===== config.mk =====
export PLATFORM = sky130hd
export DESIGN_NAME = serial_add_ctrl
export DESIGN_NICKNAME = d
export VERILOG_FILES = /design/src/rtl/serial_add_ctrl.sv
export SDC_FILE = /design/constraint.sdc
export NUM_CORES = 1
export LEC_CHECK = 0
export CORE_MARGIN = 10
export CORE_UTILIZATION = 54
export CTS_BUF_LIST = sky130_fd_sc_hd__clkbuf_8
export DETAILED_ROUTE_END_ITERATION = 10
export PLACE_DENSITY = 0.87
export SLEW_MARGIN = 20
export SYNTH_ARGS = -nofsm -noshare
export SYNTH_HDL_FRONTEND = slang
export SYNTH_SLANG_ARGS = --single-unit

===== constraint.sdc =====
create_clock -name clk -period 1.55 [get_ports clk]
set_input_delay 0.31 -clock clk [delete_from_list [all_inputs] [get_ports clk]]
set_output_delay 0.31 -clock clk [all_outputs]
set_load 0.02 [all_outputs]

===== src/rtl/serial_add_ctrl.sv =====
// rtl/serial_add_ctrl.sv - bit-serial WIDTH-bit unsigned adder controller, one shared 1-bit add cell
// Optional signed overflow flag and ovf port enabled by SERIAL_ADD_OVF_EN.
module serial_add_ctrl #(
   parameter int WIDTH = 8
) (
   input  logic             clk,
   input  logic             rst,
   input  logic             start,
   input  logic [WIDTH-1:0] a,
   input  logic [WIDTH-1:0] b,
   output logic             busy,
   output logic             done,
   output logic [WIDTH-1:0] sum,
   output logic             carry_out
`ifdef SERIAL_ADD_OVF_EN
   ,
   output logic             ovf
`endif
);

   localparam int CNT_W = $clog2(WIDTH) + 1;

   typedef enum logic [1:0] {
      S_IDLE,
      S_RUN,
      S_DONE
   } state_t;

   state_t           state_q, state_d;
   logic [WIDTH-1:0] a_sh_q, a_sh_d;
   logic [WIDTH-1:0] b_sh_q, b_sh_d;
   logic [WIDTH-1:0] res_q, res_d;
   logic [WIDTH-1:0] sum_q, sum_d;
   logic             c_q, c_d;
   logic             carry_out_q, carry_out_d;
   logic [CNT_W-1:0] cnt_q, cnt_d;
`ifdef SERIAL_ADD_OVF_EN
   logic             ovf_q, ovf_d;
`endif

   logic p, g1, s, g2, c_next, last_bit;

   always_comb begin
      p        = a_sh_q[0] ^ b_sh_q[0];
      g1       = a_sh_q[0] & b_sh_q[0];
      s        = p ^ c_q;
      g2       = p & c_q;
      c_next   = g1 | g2;
      last_bit = (cnt_q == CNT_W'(WIDTH - 1));

      state_d     = state_q;
      a_sh_d      = a_sh_q;
      b_sh_d      = b_sh_q;
      res_d       = res_q;
      sum_d       = sum_q;
      c_d         = c_q;
      carry_out_d = carry_out_q;
      cnt_d       = cnt_q;
`ifdef SERIAL_ADD_OVF_EN
      ovf_d       = ovf_q;
`endif

      case (state_q)
         S_IDLE: begin
            if (start) begin
               a_sh_d  = a;
               b_sh_d  = b;
               res_d   = '0;
               c_d     = 1'b0;
               cnt_d   = '0;
               state_d = S_RUN;
            end
         end
         S_RUN: begin
            c_d              = c_next;
            res_d            = res_q >> 1;
            res_d[WIDTH-1]   = s;
            a_sh_d           = a_sh_q >> 1;
            b_sh_d           = b_sh_q >> 1;
            cnt_d            = cnt_q + 1'b1;
            if (last_bit) begin
               // res_d already holds the MSB produced on this edge
               sum_d       = res_d;
               carry_out_d = c_next;
`ifdef SERIAL_ADD_OVF_EN
               ovf_d       = c_q ^ c_next;
`endif
               state_d     = S_DONE;
            end
         end
         S_DONE: begin
            state_d = S_IDLE;
         end
         default: begin
            state_d = S_IDLE;
         end
      endcase
   end

   always_ff @(posedge clk or posedge rst) begin
      if (rst) begin
         state_q     <= S_IDLE;
         a_sh_q      <= '0;
         b_sh_q      <= '0;
         res_q       <= '0;
         sum_q       <= '0;
         c_q         <= 1'b0;
         carry_out_q <= 1'b0;
         cnt_q       <= '0;
`ifdef SERIAL_ADD_OVF_EN
         ovf_q       <= 1'b0;
`endif
      end else begin
         state_q     <= state_d;
         a_sh_q      <= a_sh_d;
         b_sh_q      <= b_sh_d;
         res_q       <= res_d;
         sum_q       <= sum_d;
         c_q         <= c_d;
         carry_out_q <= carry_out_d;
         cnt_q       <= cnt_d;
`ifdef SERIAL_ADD_OVF_EN
         ovf_q       <= ovf_d;
`endif
      end
   end

   assign busy      = (state_q != S_IDLE);
   assign done      = (state_q == S_DONE);
   assign sum       = sum_q;
   assign carry_out = carry_out_q;
`ifdef SERIAL_ADD_OVF_EN
   assign ovf       = ovf_q;
`endif

endmodule


======== Word level (Yosys, flattened, before mapping) ========
Cells that the tools add are included.
storage, ports and cells
  flip-flop bits (word level) ............. 40
  bits of input ports ..................... 19
  output and inout port bits .............. 11
operators by class
  add/subtract/negate cells ............... 1
  eq/ne operators ......................... 5
  muxes and demuxes ....................... 13
  bitwise gates (word level) .............. 5
  reductions and logical operators ........ 6
operators by type and width
  kind                                           number
  one-hot mux 8 bit (2 select lines)             3
  2-to-1 mux 8 bit                               3
  one-hot mux 4 bit (2 select lines)             1
  AND reduction 2 bit                            3
  adder 4 x 1 -> 4 bit, second input constant    1
  == test 4 x 3 -> 1 bit, second input constant  1
  2-to-1 mux 2 bit                               2
  2-to-1 mux 4 bit                               1
  inequality test 2 bit, second input constant   2
  one-hot mux 2 bit (2 select lines)             1
  nonzero test 2 bit                             2
  bitwise AND 1 bit                              2
  == test 2 x 1 -> 1 bit, second input constant  1
  == test 2 bit, second input constant           1
  zero test 2 bit                                1
  one-hot mux 1 bit (2 select lines)             1
  bitwise XOR 1 bit                              2
  2-to-1 mux 1 bit                               1
  bitwise OR 1 bit                               1

======== Longest topological paths before layout ========
  depth after elaboration ................. 4
  depth in mapped cells ................... 6
  depth with buffers taken out ............ 4

======== Worst setup path after synthesis ========
No wires, ideal clock.
  kind .................................... reg-to-reg
  start point ............................. register cnt_q[0]
  end point ............................... register carry_out_q, in the netlist carry_out
  library setup time ...................... 125 ps
  data arrival time ....................... 1,292 ps
  path slack .............................. 133 ps
  stages on the path, launching flop included .. 5
  path buffers ............................ 0
  cells stage by stage .................... dfrtp_1 ha_1 nand2_1 nor3_4 mux2_2
on the way
  word-level cells in the longest chain between the ends .. 2
ends and longest elaborated chain
  item                           RTL line  source
  from (decl)                    36        logic [CNT_W-1:0] cnt_q, cnt_d;
  from (signal assigned)         121       cnt_q <= cnt_d;
  == test 4 x 3 -> 1 bit         49        last_bit = (cnt_q == CNT_W'(WIDTH - 1));
  AND reduction 2 bit (no line)  --
  to (signal assigned)           120       carry_out_q <= carry_out_d;
  to (decl)                      35        logic carry_out_q, carry_out_d;
Every way passes these cells.
A chain may end at the register's enable or synchronous reset.

======== Worst setup path after layout ========
  start point ............................. register cnt_q[1]
  end point ............................... register sum_q[7], in the netlist sum[7]
on the way
  word-level cells in the longest chain between the ends .. 2
ends and longest elaborated chain
  item                           RTL line  source
  == test 4 x 3 -> 1 bit         49
  AND reduction 2 bit (no line)  --
  to (signal assigned)           118       sum_q <= sum_d;
  to (decl)                      33        logic [WIDTH-1:0] sum_q, sum_d;
Every way passes these cells.

==> results by group <==
Floorplanning
  – Die H: 76.03 µm
  – Starting Density: 55.99%
  – CORE AREA: 3028 µm²
  – Rows: 20
  – Die area: just under 6000 µm²
  – Die width: around 76 µm
  – Ports: 30

Setup path
  – Worst setup EP type: flop
  – WP data arrival: 1690 ps
  – R2R setup slack: 40 ps
  – Crit path max fanout: 8
  – CP max stage delay: 420 ps
  – Crit Path Class: reg -> reg
  – Critical path required time: around 1700 ps
  – Crit path max-delay cell type: dfrtp_1
  – Startpoint types: flop
  – CP Cell Sequence: ha_4 -> nand2_2 -> nor3_4 -> buf_12 -> mux2_2

Timing
  – Hold Vio Cnt, Final: 0
  – Tmin final: 1509 ps
  – Setup Skew: ~7.1 ps
  – Max-slew violation count: 0
  – Slew @ Worst Pin: roughly 610 ps
  – Slew margin rel.: 59.22%
  – Max Fclk: ~0.66 GHz
  – Tcrit/Tclk final: a little over nine tenths
  – Final Setup Violations: 0

CTS
  – Clk buf depth: 2
  – CTS buffer count: 5
  – Clock Sinks: 39
  – Clk slew on worst S/H paths: 70 ps
  – Htree depth: 2
  – Latest clock arrival within the worst-skew pair: 300 ps
  – Clk root buf: clkbuf_8
  – CTS tree: built

Placed design
  – # port buffers: 29
  – Final RePlAce weighted congestion: roughly 0.77
  – Detailed placement HPWL: 2689 µm

Synthesis
  – Synth Instances: around 150
  – Synthesis Warnings: 0
  – #FFs+latches synth: 39
  – Post-synthesis sequential area ratio: 57.56%
  – FFs w/ async S/R, synth: 100.0%
  – Synth Cell Area: 1695 µm²
  – EDFF count, synth: 0
  – Yosys cell types: 22
  – Synth Flop Type: dfrtp_1
  – Net count after synthesis: 168
  – Mean Syn Cell Area: 11.53 µm²

Routing
  – Vias: between 1,000 and 1,500
  – Residual DRC: 0
  – Avg WL per Cell: between 15 and 20 µm
  – Vias per cell: 5.554
  – Router iterations before antenna repair: 4
  – Routed WL: 3910 µm
  – Iteration-0 DRC Markers: 93
  – Antenna Nets Post-Route: 0

Power
  – Pwr dens: 1964 nW/µm²
  – Power Total: 4.512 mW
  – Leak: 1.123 nW
  – Peak VDD IR: 0.001158 V

GRT
  – Vias in the first global route: 1,289
  – Initial antenna violation count: 0
  – GR Layer Usage met1: about 16%
  – Largest net degree at the start of global routing: 40
  – Met3 usage: 4.009%
  – Total grt overflow: 0
  – Met2 usage: 21.68%
  – Most Crowded Layer GR: met2
  – First-pass GRT wire length: 6423 µm
  – GRT Util Overall: 13.72%

Layout
  – Final core utilization: 75.87%
  – Area growth syn-to-layout: 35.50%
  – Final-stage net count: 209
  – Antenna Cells: 0
  – Share of cells above drive strength 1: 22.75%

Hold path
  – Worst hold path class: in -> async

Run status
  – Status: finished, final reports clean

Job
  – Maxcap violations: 0
-- per-layer routing --
metal  wire length [µm]  part of all wire [%]  up-vias
li1                   -                     -      602
met1               1687                    43      649
met2               1972                    50       34
met3                141                   3.6        9
met4                108                   2.8        0
met5                  0                     0        -
-- flip-flops by register name, indices dropped and copies added, names as in the netlist --
register,cells
cnt_q,4
res_q,7
state_q,2
carry_out,1
sum,8
b_sh_q,8
a_sh_q,8
c_q,1
-- layout by cell type (no fill, tap or decap) --
master and count:
dfrtp_1 37, clkdlybuf4s50_1 18, a21oi_1 15, nand2_1 15
o21ai_0 15, and3b_1 14, buf_4 12, a22o_1 10
mux2_2 9, dlygate4sd2_1 9, clkbuf_8 5, inv_1 3
buf_12 3, nor2b_1 2, a32o_1 2, nor2_1 2
bufinv_16 2, dfrtp_2 2, o21bai_2 1, nand3_1 1
nand2b_2 1, and2_1 1, a22oi_2 1, o31ai_1 1
nand2_2 1, nor3_4 1, nor2_2 1, mux2_4 1
fa_1 1, ha_4 1, clkdlybuf4s15_2 1, clkbuf_2 1
-- critical path: cells and delay by family, from the launching register on --
family	cells	cell delay (ps)
fa+ha+maj	1	170
buf+inv	1	160
flops	1	420
mux	1	330
simple gates	2	320
-- synthesized netlist by cell type (2+ instances only) --
master | n | area, µm²
mux2_2 | 10 | 112.6
nand2_1 | 16 | 60.06
inv_1 | 2 | 7.510
a32o_1 | 2 | 20.02
a21oi_1 | 15 | 75.07
dfrtp_1 | 39 | 975.9
nor2b_1 | 2 | 12.51
nor2_1 | 3 | 11.26
buf_2 | 5 | 25.02
clkbuf_1 | 5 | 18.77
a22o_1 | 10 | 87.58
o21ai_0 | 15 | 75.07
and3b_1 | 14 | 122.6
-- repair_timing --
item | CTS | global route
setup endpoints to repair | 11 | 12
resized for setup | 17 | 6
pin swaps | 0 | 2
endpoints found under the hold margin | 0 | 0
hold buffers | 0 | 0
buffers inserted | 0 | 3
-- stage by stage --
stage	setup slack (ps)	hold slack (ps)	instances	TNS, ps	cell area, µm²
2_1_floorplan	133.2	450.1	147	0	1695
3_3_place_gp	53.74	465.5	222	0	2128
3_5_place_dp	-13.52	473.6	222	-18.51	2128
4_1_cts	6.069	374.5	230	0	2256
5_1_grt	-19.90	388.4	233	-79.52	2297
6_report	41.35	359.8	233	0	2297
-- logic make-up (layout without fill, tap and decap cells) --
logic type,count (synthesis),in the layout,synth area share (%)
fa+ha+maj,2,2,1.919
buf+inv,12,54,3.026
simple gates,39,39,14.32
compound gates,45,45,16.53
flops,39,39,57.56
mux,10,10,6.642
-- final cells by class --
cell class / count / area, µm²
well taps: 44 / 55.05
repair buffers: 44 / 425.4
multi-input cells: 96 / 698.2
inverters: 2 / 7.507
flip-flops and latches: 39 / 978.4
clock buffers: 5 / 68.82
fillers: 194 / 730.7
clock inverters: 3 / 63.81
-- final timing paths --
| kind | start | endpoint | cells past startpoint |
|---|---|---|---|
| setup / recovery | cnt_q[1] | sum[7] | 5 |
| max in group asynchronous | rst | state_q[0] | 3 |
| setup reg to reg | cnt_q[1] | sum[7] | 5 |
| hold / removal | rst | sum[7] | 3 |
| min in group clk | b_sh_q[5] | b_sh_q[5] | 2 |
| hold reg to reg | b_sh_q[5] | b_sh_q[5] | 2 |
-- power breakdown --
| group | internal [mW] | switching [mW] |
|---|---|---|
| combinational | 0.900 | 0.876 |
| sequential | 1.42 | 0.314 |
| clock | 0.637 | 0.362 |
Power figures use the tool's default switching activity.
